<file path="src/rtl/mmio_console.sv">
// Memory-mapped console: a 4-register window on the data bus that queues written
// words in a circular FIFO and drains them to a valid/ready sink.
module mmio_console #(
    parameter logic [23:0] BASE_ADDR = 24'hFFFF00,
    parameter int unsigned DEPTH     = 16,
    parameter int unsigned AW        = 4
) (
    input  logic        clk,
    input  logic        reset,
    input  logic [23:0] address_bus,
    input  logic [31:0] wdata_bus,
    input  logic [1:0]  control_bus,
    output logic [31:0] rdata,
    output logic        hit,
    output logic [31:0] out_data,
    output logic        out_valid,
    input  logic        out_ready,
    output logic        irq_empty
);

    localparam int unsigned CW = AW + 1;

    logic [31:0]   mem_q [DEPTH];
    logic [AW-1:0] wr_ptr_q, wr_ptr_d;
    logic [AW-1:0] rd_ptr_q, rd_ptr_d;
    logic [CW-1:0] count_q, count_d;
    logic          ovf_q, ovf_d;
    logic          irq_q, irq_d;
    logic [31:0]   rdata_q, rdata_d;

    logic [23:0]   offset;
    logic          in_win, wr_en, rd_en;
    logic          push_req, push_ok, pop, flush, clr_ovf;
    logic          empty, full;
    logic [31:0]   status;

    // Bus decode and FIFO handshake qualifiers
    always_comb begin
        offset   = address_bus - BASE_ADDR;
        in_win   = (offset[23:2] == 22'd0);
        wr_en    = in_win && control_bus[0];
        rd_en    = in_win && (control_bus == 2'b10);
        push_req = wr_en && (offset[1:0] == 2'd0);
        flush    = wr_en && (offset[1:0] == 2'd2) && wdata_bus[0];
        clr_ovf  = wr_en && (offset[1:0] == 2'd2) && wdata_bus[1];
        empty    = (count_q == '0);
        full     = (count_q == CW'(DEPTH));
        pop      = !empty && out_ready;
        // a same-cycle pop frees the slot, so a push into a full FIFO still lands
        push_ok  = push_req && (!full || pop);
        status           = '0;
        status[0]        = empty;
        status[1]        = full;
        status[2]        = ovf_q;
        status[AW+8:8]   = count_q;
    end

    // Next-state for pointers, count, sticky overflow, irq pulse and read data
    always_comb begin
        wr_ptr_d = wr_ptr_q;
        rd_ptr_d = rd_ptr_q;
        count_d  = count_q;
        ovf_d    = ovf_q;
        irq_d    = 1'b0;
        rdata_d  = rdata_q;

        if (rd_en) begin
            rdata_d = (offset[1:0] == 2'd1) ? status : 32'd0;
        end

        if (flush) begin
            wr_ptr_d = '0;
            rd_ptr_d = '0;
            count_d  = '0;
        end else begin
            if (push_ok) begin
                wr_ptr_d = wr_ptr_q + AW'(1);
            end
            if (pop) begin
                rd_ptr_d = rd_ptr_q + AW'(1);
            end
            case ({push_ok, pop})
                2'b10:   count_d = count_q + CW'(1);
                2'b01:   count_d = count_q - CW'(1);
                default: count_d = count_q;
            endcase
            if (push_req && !push_ok) begin
                ovf_d = 1'b1;
            end
            irq_d = pop && !push_ok && (count_q == CW'(1));
        end

        if (clr_ovf) begin
            ovf_d = 1'b0;
        end
    end

    always_ff @(posedge clk or posedge reset) begin
        if (reset) begin
            wr_ptr_q <= '0;
            rd_ptr_q <= '0;
            count_q  <= '0;
            ovf_q    <= 1'b0;
            irq_q    <= 1'b0;
            rdata_q  <= '0;
        end else begin
            wr_ptr_q <= wr_ptr_d;
            rd_ptr_q <= rd_ptr_d;
            count_q  <= count_d;
            ovf_q    <= ovf_d;
            irq_q    <= irq_d;
            rdata_q  <= rdata_d;
        end
    end

    // Storage needs no reset: the head is masked whenever the FIFO is empty
    always_ff @(posedge clk) begin
        if (push_ok) begin
            mem_q[wr_ptr_q] <= wdata_bus;
        end
    end

    assign hit       = in_win && (control_bus != 2'b00);
    assign out_valid = !empty;
    assign out_data  = empty ? 32'd0 : mem_q[rd_ptr_q];
    assign rdata     = rdata_q;
    assign irq_empty = irq_q;

endmodule

</file>
<file path="config.mk">
export PLATFORM = sky130hd
export DESIGN_NAME = mmio_console
export DESIGN_NICKNAME = d
export VERILOG_FILES = /design/src/rtl/mmio_console.sv
export SDC_FILE = /design/constraint.sdc
export NUM_CORES = 1
export LEC_CHECK = 0
export BUFFER_PORTS_ARGS = -buffer_cell sky130_fd_sc_hd__buf_2
export CAP_MARGIN = 20
export CORE_MARGIN = 2
export CORE_UTILIZATION = 24
export CTS_BUF_LIST = sky130_fd_sc_hd__clkbuf_4 sky130_fd_sc_hd__clkbuf_8 sky130_fd_sc_hd__clkbuf_16
export DETAILED_ROUTE_END_ITERATION = 7
export PLACE_DENSITY = 0.45
export SETUP_SLACK_MARGIN = 0.02
export SLEW_MARGIN = 20
export SYNTH_ARGS = -nofsm -noshare
export SYNTH_HDL_FRONTEND = slang
export SYNTH_SLANG_ARGS = --single-unit
</file>
<file path="constraint.sdc">
create_clock -name clk -period 13.6 [get_ports clk]
set_input_delay 2.04 -clock clk [delete_from_list [all_inputs] [get_ports clk]]
set_output_delay 2.04 -clock clk [all_outputs]
set_load 0.01 [all_outputs]
</file>
==> reports/metrics.csv, run 1 <==
stage,metric,value,unit
sta,min_period,6210,ps
critical_path,slowest_delay,860,ps
critical_path,worstPathCellList,buf_4 -> buf_4 -> mux4_2 -> mux4_2 -> and2_1 -> buf_2,
final_layout,finalNonFillerCells,2286,
sta,relSlewSlack,0.366,
synth,synth.avg_cell_area,22.1,µm²
synth,synth_top_family_by_area,multiplexers,
global_route,grt_use_met2,0.189,
critical_path,start_kind,register,
final_layout,utilization,0.286,
synth,synth_edf_count,512,
synth,synthFlopType,edfxtp_1,
floorplanning,dieArea,90500,µm²
synth,yosysSeqAreaShare,0.754,
final_layout,fill_cells,8580,
clocking,numCtsBuffers,56,
drt,drc_errors,0,
clocking,clock-root-buffer,clkbuf_16,
drt,wl_per_cell,22.7,µm
clocking,cts_resized,0,
synth,async_flop_share,0.0430,
floorplanning,start_util,0.243,
final_layout,layout-drive-gt1-share,0.353,
outcome,outcome,finished clean,
clocking,cts.path.max_buffers,3,
clocking,cts_max_level,2,
critical_path,worstPathArrival,4170,ps
sta,rsz0062_at_grt,false,
clocking,clock_latency,610,ps
sta,setup_violations,0,
critical_path,cp_slowest_cell,buf_4,
synth,synthMuxAreaShare,0.171,
global_route,grt-ovfl-total,0,
pwr,leakage,7.85,nW
final_layout,mostFrequentLayoutCells,"edfxtp_1, mux4_2, buf_2, clkbuf_16, and2_1",
synth,ys_seq_elements,535,
sta,max_freq,0.161,GHz
synth,synthAdderAreaFrac,0.00473,
final_layout,nets,1159,
drt,ant_nets,0,
critical_path,crit_path_end_kind,primary output,
drt,drt_first_pass_iters,5,
critical_path,worstPathRequired,11560,ps
clocking,cts.sink_count,535,
placed_design,io_buffers,103,
global_route,grt_pass1_vias,10717,
synth,yosysTopAreaCellShare,0.727,
synth,synth_compound_area_frac,0.00881,
floorplanning,pin_count,128,
floorplanning,core_area,87000,µm²
final_layout,area_growth,17.5,%
placed_design,gp_congestion,0.701,
sta,fin_setup_tns,0,ps
clocking,tritoncts,yes,
synth,synth_top_area_cell,edfxtp_1,
global_route,antenna_found_initial,11,
global_route,grt_pass1_wl,75.5,mm
global_route,grt.busiest_layer,met2,
critical_path,crit_buf_inv,3,
pwr,total_power,4.52,mW
min_path,hold_path.class,reg -> reg,
sta,fin_skew,29.5,ps
global_route,track_usage,0.115,
critical_path,crit_fanout,60,
pwr,p_per_area,182,nW/µm²
pwr,ir_drop,0.125,mV
clocking,postCtsHoldBufs,0,
global_route,grt_max_degree,105,
global_route,gr-usage-met3,0.0240,
synth,synth_top_cells_by_area,"edfxtp_1, mux4_2, dfrtp_1, and2_1, buf_4",
flow_run,drv_cap,0,
drt,via_count,9953,
floorplanning,die_h,301,µm
synth,synthXorXnorAreaFrac,0.00207,
drt,drt-vias-per-instance,4.35,
sta,drv_slew,0,
synth,synth-simple-area-share,0.0374,
final_layout,final_common_cell,edfxtp_1,
drt,drtIter0Drc,883,
final_layout,antenna_cells,0,
global_route,grt_use_met1,0.156,
sta,whs,485,ps
synth,netlist_instances,958,
sta,fin_crit_sh,0.456,
sta,tightestPinTransition,945,ps
synth,ys_types,51,
clocking,path_clk_slew,60,ps
placed_design,dp_cells,2187,
clocking,post_cts_buffers,0,
floorplanning,rows,108,
floorplanning,die_x,301,µm
synth,synth.yosys.warnings,0,
synth,synth_area,21200,µm²
drt,wl,51.8,mm
sta,hold_viol,0,
placed_design,dp_hpwl,25.8,mm
critical_path,path_class,reg -> out,
critical_path,cp_top_family,buffers and inverters,
routing by layer:
| layer | vias to the layer above | wire length, µm |
|---|---|---|
| met5 | - | 96 |
| met1 | 5391 | 22900 |
| met2 | 256 | 25300 |
| li1 | 4210 | - |
| met3 | 82 | 2580 |
| met4 | 14 | 936 |
synthesized netlist by cell type, drive strengths merged, types with 3 or more instances:
cell and instances:
nor4 8, clkbuf 31, ha 8, nor2b 4, mux4 160, nand3 9, a21oi 6, and3 3
o21ai 15, buf 43, dfrtp 23, inv 13, xor2 3, nor3 4, nor2 13, nand2 27
nand4b 6, edfxtp 512, and2 40
metrics by stage:
step / cell area (µm²) / setup WS, ps
global route: 24900 / 7130
detailed placement: 23000 / 7900
global placement: 23000 / 7910
finish: 24900 / 7390
CTS: 24900 / 7220
floorplan: 21200 / 6850
final timing paths:
| kind | endpoint | startpoint | cells past startpoint | slack [ps] |
|---|---|---|---|---|
| min reg2reg | rdata[11] | rdata[11] | 2 | 480 |
| max reg2reg | mem_q[6][19] | count_q[1] | 8 | 10550 |
| max | out_data[2] | rd_ptr_q[1] | 6 | 7390 |
| max in group asynchronous | rd_ptr_q[0] | reset | 2 | 11570 |
| min in group asynchronous | wr_ptr_q[2] | reset | 2 | 1520 |
| min | rdata[11] | rdata[11] | 2 | 480 |
cell type report:
| cell class | instances | area [µm²] | share of cell area |
|---|---|---|---|
| well taps | 1155 | 1450 | 0.0582 |
| multi-input cells | 359 | 4890 | 0.197 |
| inverters | 13 | 48.8 | 0.00196 |
| flip-flops and latches | 535 | 16000 | 0.642 |
| clock inverters | 31 | 320 | 0.0129 |
| clock buffers | 68 | 1490 | 0.0600 |
| repair buffers | 125 | 693 | 0.0279 |
kinds of logic after synthesis:
group / Yosys count
other: 1
DFF: 535
adders and majority gates: 8
and+or+nand+nor: 130
muxes: 161
AOI/OAI and AO/OA: 31
buffers and inverters: 87
xor gates and xnor gates: 5
report_power, final:
group	total, mW	switching, mW	leakage, nW	internal (mW)
Combinational	1.14	0.537	2.06	0.606
Clock	1.50	0.627	0.901	0.874
Sequential	1.87	0.0571	4.89	1.82
Total	4.52	1.22	7.85	3.30
flip-flops by register name (all words and copies together) (netlist names):
| signal | cells |
|---|---|
| ovf_q | 1 |
| rd_ptr_q | 4 |
| irq_empty | 1 |
| wr_ptr_q | 4 |
| count_q | 5 |
| rdata | 8 |
| mem_q | 512 |
worst min-delay path, delay by kind of cell (launching register included):
kind / cells / cell delay [ps]
simple gates: 1 / 40
flops: 1 / 340
compound gates: 1 / 60
Note: power is estimated with default switching activity, not from simulation.
==> inputs of run 2 (changes only) <==
Clock period 13.6 ns to 6.25 ns, I/O delays scaled along.
==> run 2 against run 1 <==
Die area unchanged. Cell count increased by 0.13%. Non-clock buffer count is the same. Sequential power is 120% higher. Setup slack lost 5600 ps. Power up 120%. Core utilization about the same. Flip-flop and latch count is the same. Clock-buffer cell count stayed put. Critical path depth grew 1.
==> reports/metrics.csv, run 2 (synthesized netlist as in run 1, its figures left out) <==
stage,metric,value,unit
outcome,outcome,finished clean,
min_path,whs_path_depth,2,
critical_path,cp_top_family,buffers and inverters,
sta,setup_violations,0,
pwr,power_frac_comb,0.265,
drt,wl,48.3,mm
drt,wl_per_cell,21.1,µm
final_layout,final_common_cell,edfxtp_1,
floorplanning,die_h,301,µm
clocking,cts.sink_count,535,
clocking,postCtsHoldBufs,0,
sta,fin_skew,8.29,ps
clocking,tritoncts,yes,
critical_path,crit_cells,7,
critical_path,cp-startpoint,count_q[1],
final_layout,mostFrequentLayoutCells,"edfxtp_1, mux4_2, buf_2, clkbuf_16, and2_1",
critical_path,reg2reg_from,count_q[0],
pwr,ir_drop,0.214,mV
sta,min_period,4460,ps
global_route,antenna_found_initial,3,
sta,rsz0062_at_grt,false,
clocking,clock-root-buffer,clkbuf_16,
floorplanning,dieArea,90500,µm²
pwr,p_int,7.04,mW
final_layout,largest_reg_flops,512,
pwr,seqPwrFrac,0.420,
min_path,hold_path.class,reg -> reg,
floorplanning,pin_count,128,
global_route,grt_max_degree,88,
sta,fin_crit_sh,0.714,
floorplanning,start_util,0.243,
drt,drt-vias-per-instance,4.22,
clocking,cts_resized,0,
clocking,cts.path.max_buffers,3,
placed_design,gp_congestion,0.716,
floorplanning,rows,108,
sta,hold_viol,0,
final_layout,nets,1158,
sta,fin_setup_tns,0,ps
critical_path,worstPathRequired,5310,ps
floorplanning,die_x,301,µm
critical_path,crit_buf_inv,4,
drt,drc_errors,0,
drt,ant_nets,0,
final_layout,fill_cells,8598,
critical_path,ff2ff_path_depth,7,
flow_run,drv_cap,0,
floorplanning,core_area,87000,µm²
critical_path,r2r-end,mem_q[7][2],
pwr,clockPowerShare,0.315,
sta,tightestPinTransition,1070,ps
pwr,p_per_area,392,nW/µm²
global_route,track_usage,0.108,
drt,drtIter0Drc,625,
final_layout,area_growth,17.4,%
critical_path,crit_fanout,18,
critical_path,worstPathCellList,inv_1 -> ha_1 -> nor4b_1 -> clkinv_1 -> buf_4 -> and2_1 -> buf_2,
critical_path,cp_slowest_cell,clkinv_1,
clocking,cts_max_level,2,
clocking,clock_latency,590,ps
final_layout,multi_input_area,4890,µm²
global_route,grt-ovfl-total,0,
clocking,path_clk_slew,60,ps
critical_path,worstPathArrival,3520,ps
sta,relSlewSlack,0.285,
critical_path,path_class,reg -> out,
global_route,grt_pass1_vias,10402,
critical_path,crit_path_end_kind,primary output,
final_layout,layout-drive-gt1-share,0.352,
global_route,grt_pass1_wl,71.7,mm
critical_path,ff2ff_setup_slack,3110,ps
pwr,total_power,9.73,mW
sta,drv_slew,0,
final_layout,largest_register,mem_q,
drt,via_count,9649,
sta,max_freq,0.224,GHz
pwr,netSwitchingFraction,0.277,
final_layout,ff_latch_area,16000,µm²
clocking,numCtsBuffers,55,
pwr,p_sw,2.69,mW
placed_design,io_buffers,103,
placed_design,dp_hpwl,29.5,mm
critical_path,slowest_delay,810,ps
critical_path,start_kind,register,
critical_path,crit_path_end,out_data[13],
drt,drt_first_pass_iters,5,
pwr,leakage,7.83,nW
clocking,post_cts_buffers,0,
## run 2: cell types whose count changed in the layout (fill, tap and decap cells not counted), sizes merged
cell,previous run,this run
bufinv,5,1
clkinv,26,31
clkinvlp,0,2
inv,13,12
diode,0,1
## run 2: through the flow
stage          instances  setup WS [ps]  hold WS, ps  utilization  instance area (µm²)
2_1_floorplan        981            598          468            -                21200
3_3_place_gp        2182           2070          469        0.264                23000
3_5_place_dp        2186           2030          470        0.266                23100
4_1_cts             2287           1660          492        0.285                24800
5_1_grt             2288           1510          536        0.285                24800
6_report            2289           1790          486        0.285                24800
## run 2: worst reg2reg max path: stages (launching register included)
cell,delay (ps)
dfrtp_1,450
inv_1,80
ha_1,230
nor3b_1,200
nand3b_1,310
nand2_2,180
nor3b_1,380
and2_2,910
## run 2: area by class of cell
type                            instances  area share
Antenna cell                            1    0.000101
Clock buffer                           68      0.0607
Clock inverter                         33     0.00720
Inverter                               13     0.00196
Multi-Input combinational cell        359       0.197
Sequential cell                       535       0.642
Tap cell                             1155      0.0582
Timing Repair Buffer                  125      0.0324
## run 2: how the worst min path moves through the flow
| stage | from | slack (ps) | endpoint |
|---|---|---|---|
| floorplan | ovf_q | 470 | ovf_q |
| global placement | rdata[10] | 470 | rdata[10] |
| detailed placement | rdata[10] | 470 | rdata[10] |
| CTS | rdata[10] | 490 | rdata[10] |
| global route | rdata[11] | 540 | rdata[11] |
| finish | rdata[11] | 490 | rdata[11] |
## run 2: per-layer routing
metal	part of all wire	global-route usage	wire, µm
met4	0.018	0.0277	847
met2	0.48	0.177	23300
met5	0	0	0
met1	0.45	0.147	21900
met3	0.046	0.0206	2220
## run 2: power by group through the flow
| stage | clock network [mW] | logic, mW | registers [mW] |
|---|---|---|---|
| finish | 3.07 | 2.57 | 4.09 |
| detailed placement | 0 | 2.69 | 4.17 |
| global route | 3.30 | 2.80 | 4.10 |
| CTS | 3.18 | 2.70 | 4.10 |
| global placement | 0 | 2.69 | 4.17 |
| floorplan | 0 | 1.89 | 4.04 |
==> inputs of run 3 (changes only) <==
Settings changed: ABC_AREA from default to 1, PLACE_DENSITY 0.45 to 0.47.
Clock period 6.25 ns to 3.7 ns, I/O delays scaled along.
==> run 3 against run 2 <==
Largest power group unchanged. Setup slack lost 1600 ps. Flip-flop and latch count stayed put. Via count grew 47%. Clock-buffer cell count is 2 higher. Critical path type unchanged. Register-to-register slack got worse by 2400 ps.
==> reports/metrics.csv, run 3 <==
stage,metric,value,unit
outcome,outcome,finished clean,
global_route,grt_pass1_wl,89.5,mm
clocking,tritoncts,yes,
pwr,p_int,10.4,mW
critical_path,cp_top_family,compound AO/OA/AOI/OAI gates,
pwr,total_power,14.4,mW
global_route,antenna_found_initial,3,
floorplanning,pin_count,128,
floorplanning,rows,111,
sta,drv_slew,0,
synth,netlist_instances,1768,
global_route,grt_use_met1,0.162,
pwr,seqPwrFrac,0.463,
placed_design,pre_cts_ws,427,ps
critical_path,worstPathCellList,buf_6 -> o21ai_0 -> o221ai_1 -> nand3_1 -> a21oi_1 -> buf_2,
synth,yosysTopAreaCellShare,0.696,
drt,wl_per_cell,19.2,µm
clocking,numCtsBuffers,55,
final_layout,largest_register,mem_q,
clocking,postCtsHoldBufs,0,
sta,rsz0062_at_grt,false,
sta,fin_setup_tns,0,ps
critical_path,worstPathArrival,2930,ps
final_layout,final_common_cell,edfxtp_1,
clocking,clock_latency,630,ps
final_layout,mostFrequentLayoutCells,"edfxtp_1, nor2_1, o21ai_0, buf_2, nand2_1",
sta,finalWorstSetupSlack,219,ps
final_layout,multi_input_area,5560,µm²
sta,fin_skew,41.8,ps
final_layout,nets,1931,
sta,min_period,3480,ps
drt,drc_errors,0,
placed_design,io_buffers,103,
pwr,leakage,8.57,nW
synth,async_flop_share,0.0430,
pwr,netSwitchingFraction,0.276,
synth,ys_seq_elements,535,
sta,relSlewSlack,0.366,
pwr,clockPowerShare,0.374,
drt,ant_nets,0,
final_layout,fill_cells,9263,
pwr,power_frac_comb,0.163,
drt,drt_first_pass_iters,5,
global_route,gr-usage-met3,0.0172,
floorplanning,die_x,307,µm
global_route,grt-ovfl-total,0,
critical_path,crit_path_end_kind,primary output,
global_route,grt.busiest_layer,met2,
clocking,cts.path.max_buffers,3,
clocking,cts.sink_count,535,
synth,synth_area,22100,µm²
clocking,path_clk_slew,60,ps
synth,synth_top_area_cell,edfxtp_1,
final_layout,largest_reg_flops,512,
synth,ys_types,39,
synth,synth_top_cells_by_area,"edfxtp_1, o21ai_0, nor2_1, o221ai_1, dfrtp_1",
placed_design,gp_congestion,0.795,
floorplanning,core_area,91400,µm²
min_path,hold_path.class,in -> async,
pwr,p_per_area,552,nW/µm²
floorplanning,die_h,307,µm
floorplanning,start_util,0.242,
floorplanning,dieArea,94400,µm²
drt,drtIter0Drc,1004,
synth,yosysSeqAreaShare,0.722,
pwr,p_sw,3.98,mW
critical_path,crit_fanout,81,
synth,synth.avg_cell_area,12.5,µm²
clocking,clock-root-buffer,clkbuf_16,
sta,setup_violations,0,
synth,synth_edf_count,512,
critical_path,worstPathRequired,3140,ps
synth,synth.yosys.warnings,0,
global_route,track_usage,0.124,
drt,via_count,14228,
placed_design,dp_hpwl,32.7,mm
pwr,ir_drop,0.383,mV
drt,wl,59.4,mm
critical_path,path_class,reg -> out,
critical_path,start_kind,register,
global_route,grt_max_degree,132,
flow_run,drv_cap,0,
synth,ys_top_cells_by_count,"edfxtp_1, nor2_1, o21ai_0, clkbuf_1, nand2_1",
sta,hold_viol,0,
critical_path,crit_buf_inv,2,
final_layout,ff_latch_area,16000,µm²
synth,synthFlopType,edfxtp_1,
sta,fin_crit_sh,0.941,
global_route,grt_pass1_vias,14248,
final_layout,area_growth,18.3,%
sta,tightestPinTransition,949,ps
critical_path,cp_slowest_cell,dfrtp_4,
final_layout,layout-drive-gt1-share,0.155,
clocking,cts_max_level,2,
critical_path,slowest_delay,500,ps
global_route,grt_use_met2,0.214,
synth,yosysMostFrequentCell,edfxtp_1,
drt,drt-vias-per-instance,4.60,
sta,max_freq,0.287,GHz
## run 3: cells by family after synthesis
kind of cell,synth area share
buf+inv,0.0354
simple gates,0.114
other cells,0.000170
xor+xnor,0.00476
flops,0.722
compound gates,0.119
fa+ha+maj,0.00453
## run 3: through the flow
stage	utilization	hold WS [ps]	instance area, µm²	instances
floorplan	-	454	22200	1791
global placement	0.267	460	24400	2991
detailed placement	0.267	462	24400	2991
CTS	0.286	152	26100	3090
global route	0.286	220	26100	3090
finish	0.286	140	26100	3091
## run 3: area by class of cell
class / count / area share
antenna: 1 / 0.0000958
clock buffer: 70 / 0.0570
clock inverter: 29 / 0.00996
inverter: 44 / 0.00661
multi-input combinational: 1075 / 0.213
sequential: 535 / 0.611
tap: 1186 / 0.0568
timing repair buffer: 151 / 0.0456
## run 3: worst register-to-register path: cells and delay by family, from the launching register on
| kind | cells | cell delay [ps] |
|---|---|---|
| buf+inv | 4 | 650 |
| fa+ha+maj | 1 | 230 |
| simple gates | 7 | 1310 |
| flops | 1 | 450 |
## run 3: power by group through the flow
stage                     Clock (mW)  Sequential [mW]  Combinational, mW
final                           5.39             6.67               2.35
after detailed placement           0             6.79               2.37
after floorplan                    0             6.78               1.50
after CTS                       5.53             6.67               2.38
after global placement             0             6.79               2.35
after global routing            5.75             6.67               2.63
## run 3: path summary, 6_finish.rpt
check | depth (start not counted) | slack, ps | from | endpoint
hold reg to reg | 2 | 480 | rdata[12] | rdata[12]
setup reg to reg | 12 | 690 | count_q[0] | mem_q[13][26]
max in group asynchronous | 2 | 2870 | reset | rd_ptr_q[0]
min in group clk | 1 | 310 | wdata_bus[17] | mem_q[11][17]
hold / removal | 2 | 140 | reset | rdata[8]
setup / recovery | 6 | 220 | rd_ptr_q[0] | out_data[1]
## run 3: timing repair
| action | 4_1_cts | 5_1_grt |
|---|---|---|
| setup buffers | 0 | 0 |
| setup endpoints to repair | 0 | 2 |
| resized for setup | 0 | 1 |
| endpoints found under the hold margin | 0 | 0 |
## run 3: routing by layer
layer  part of all wire  vias to the layer above
met3              0.038                       83
met1               0.45                     7187
met4              0.021                        0
met2               0.50                      297
met5                  0                        -
li1                   -                     6661
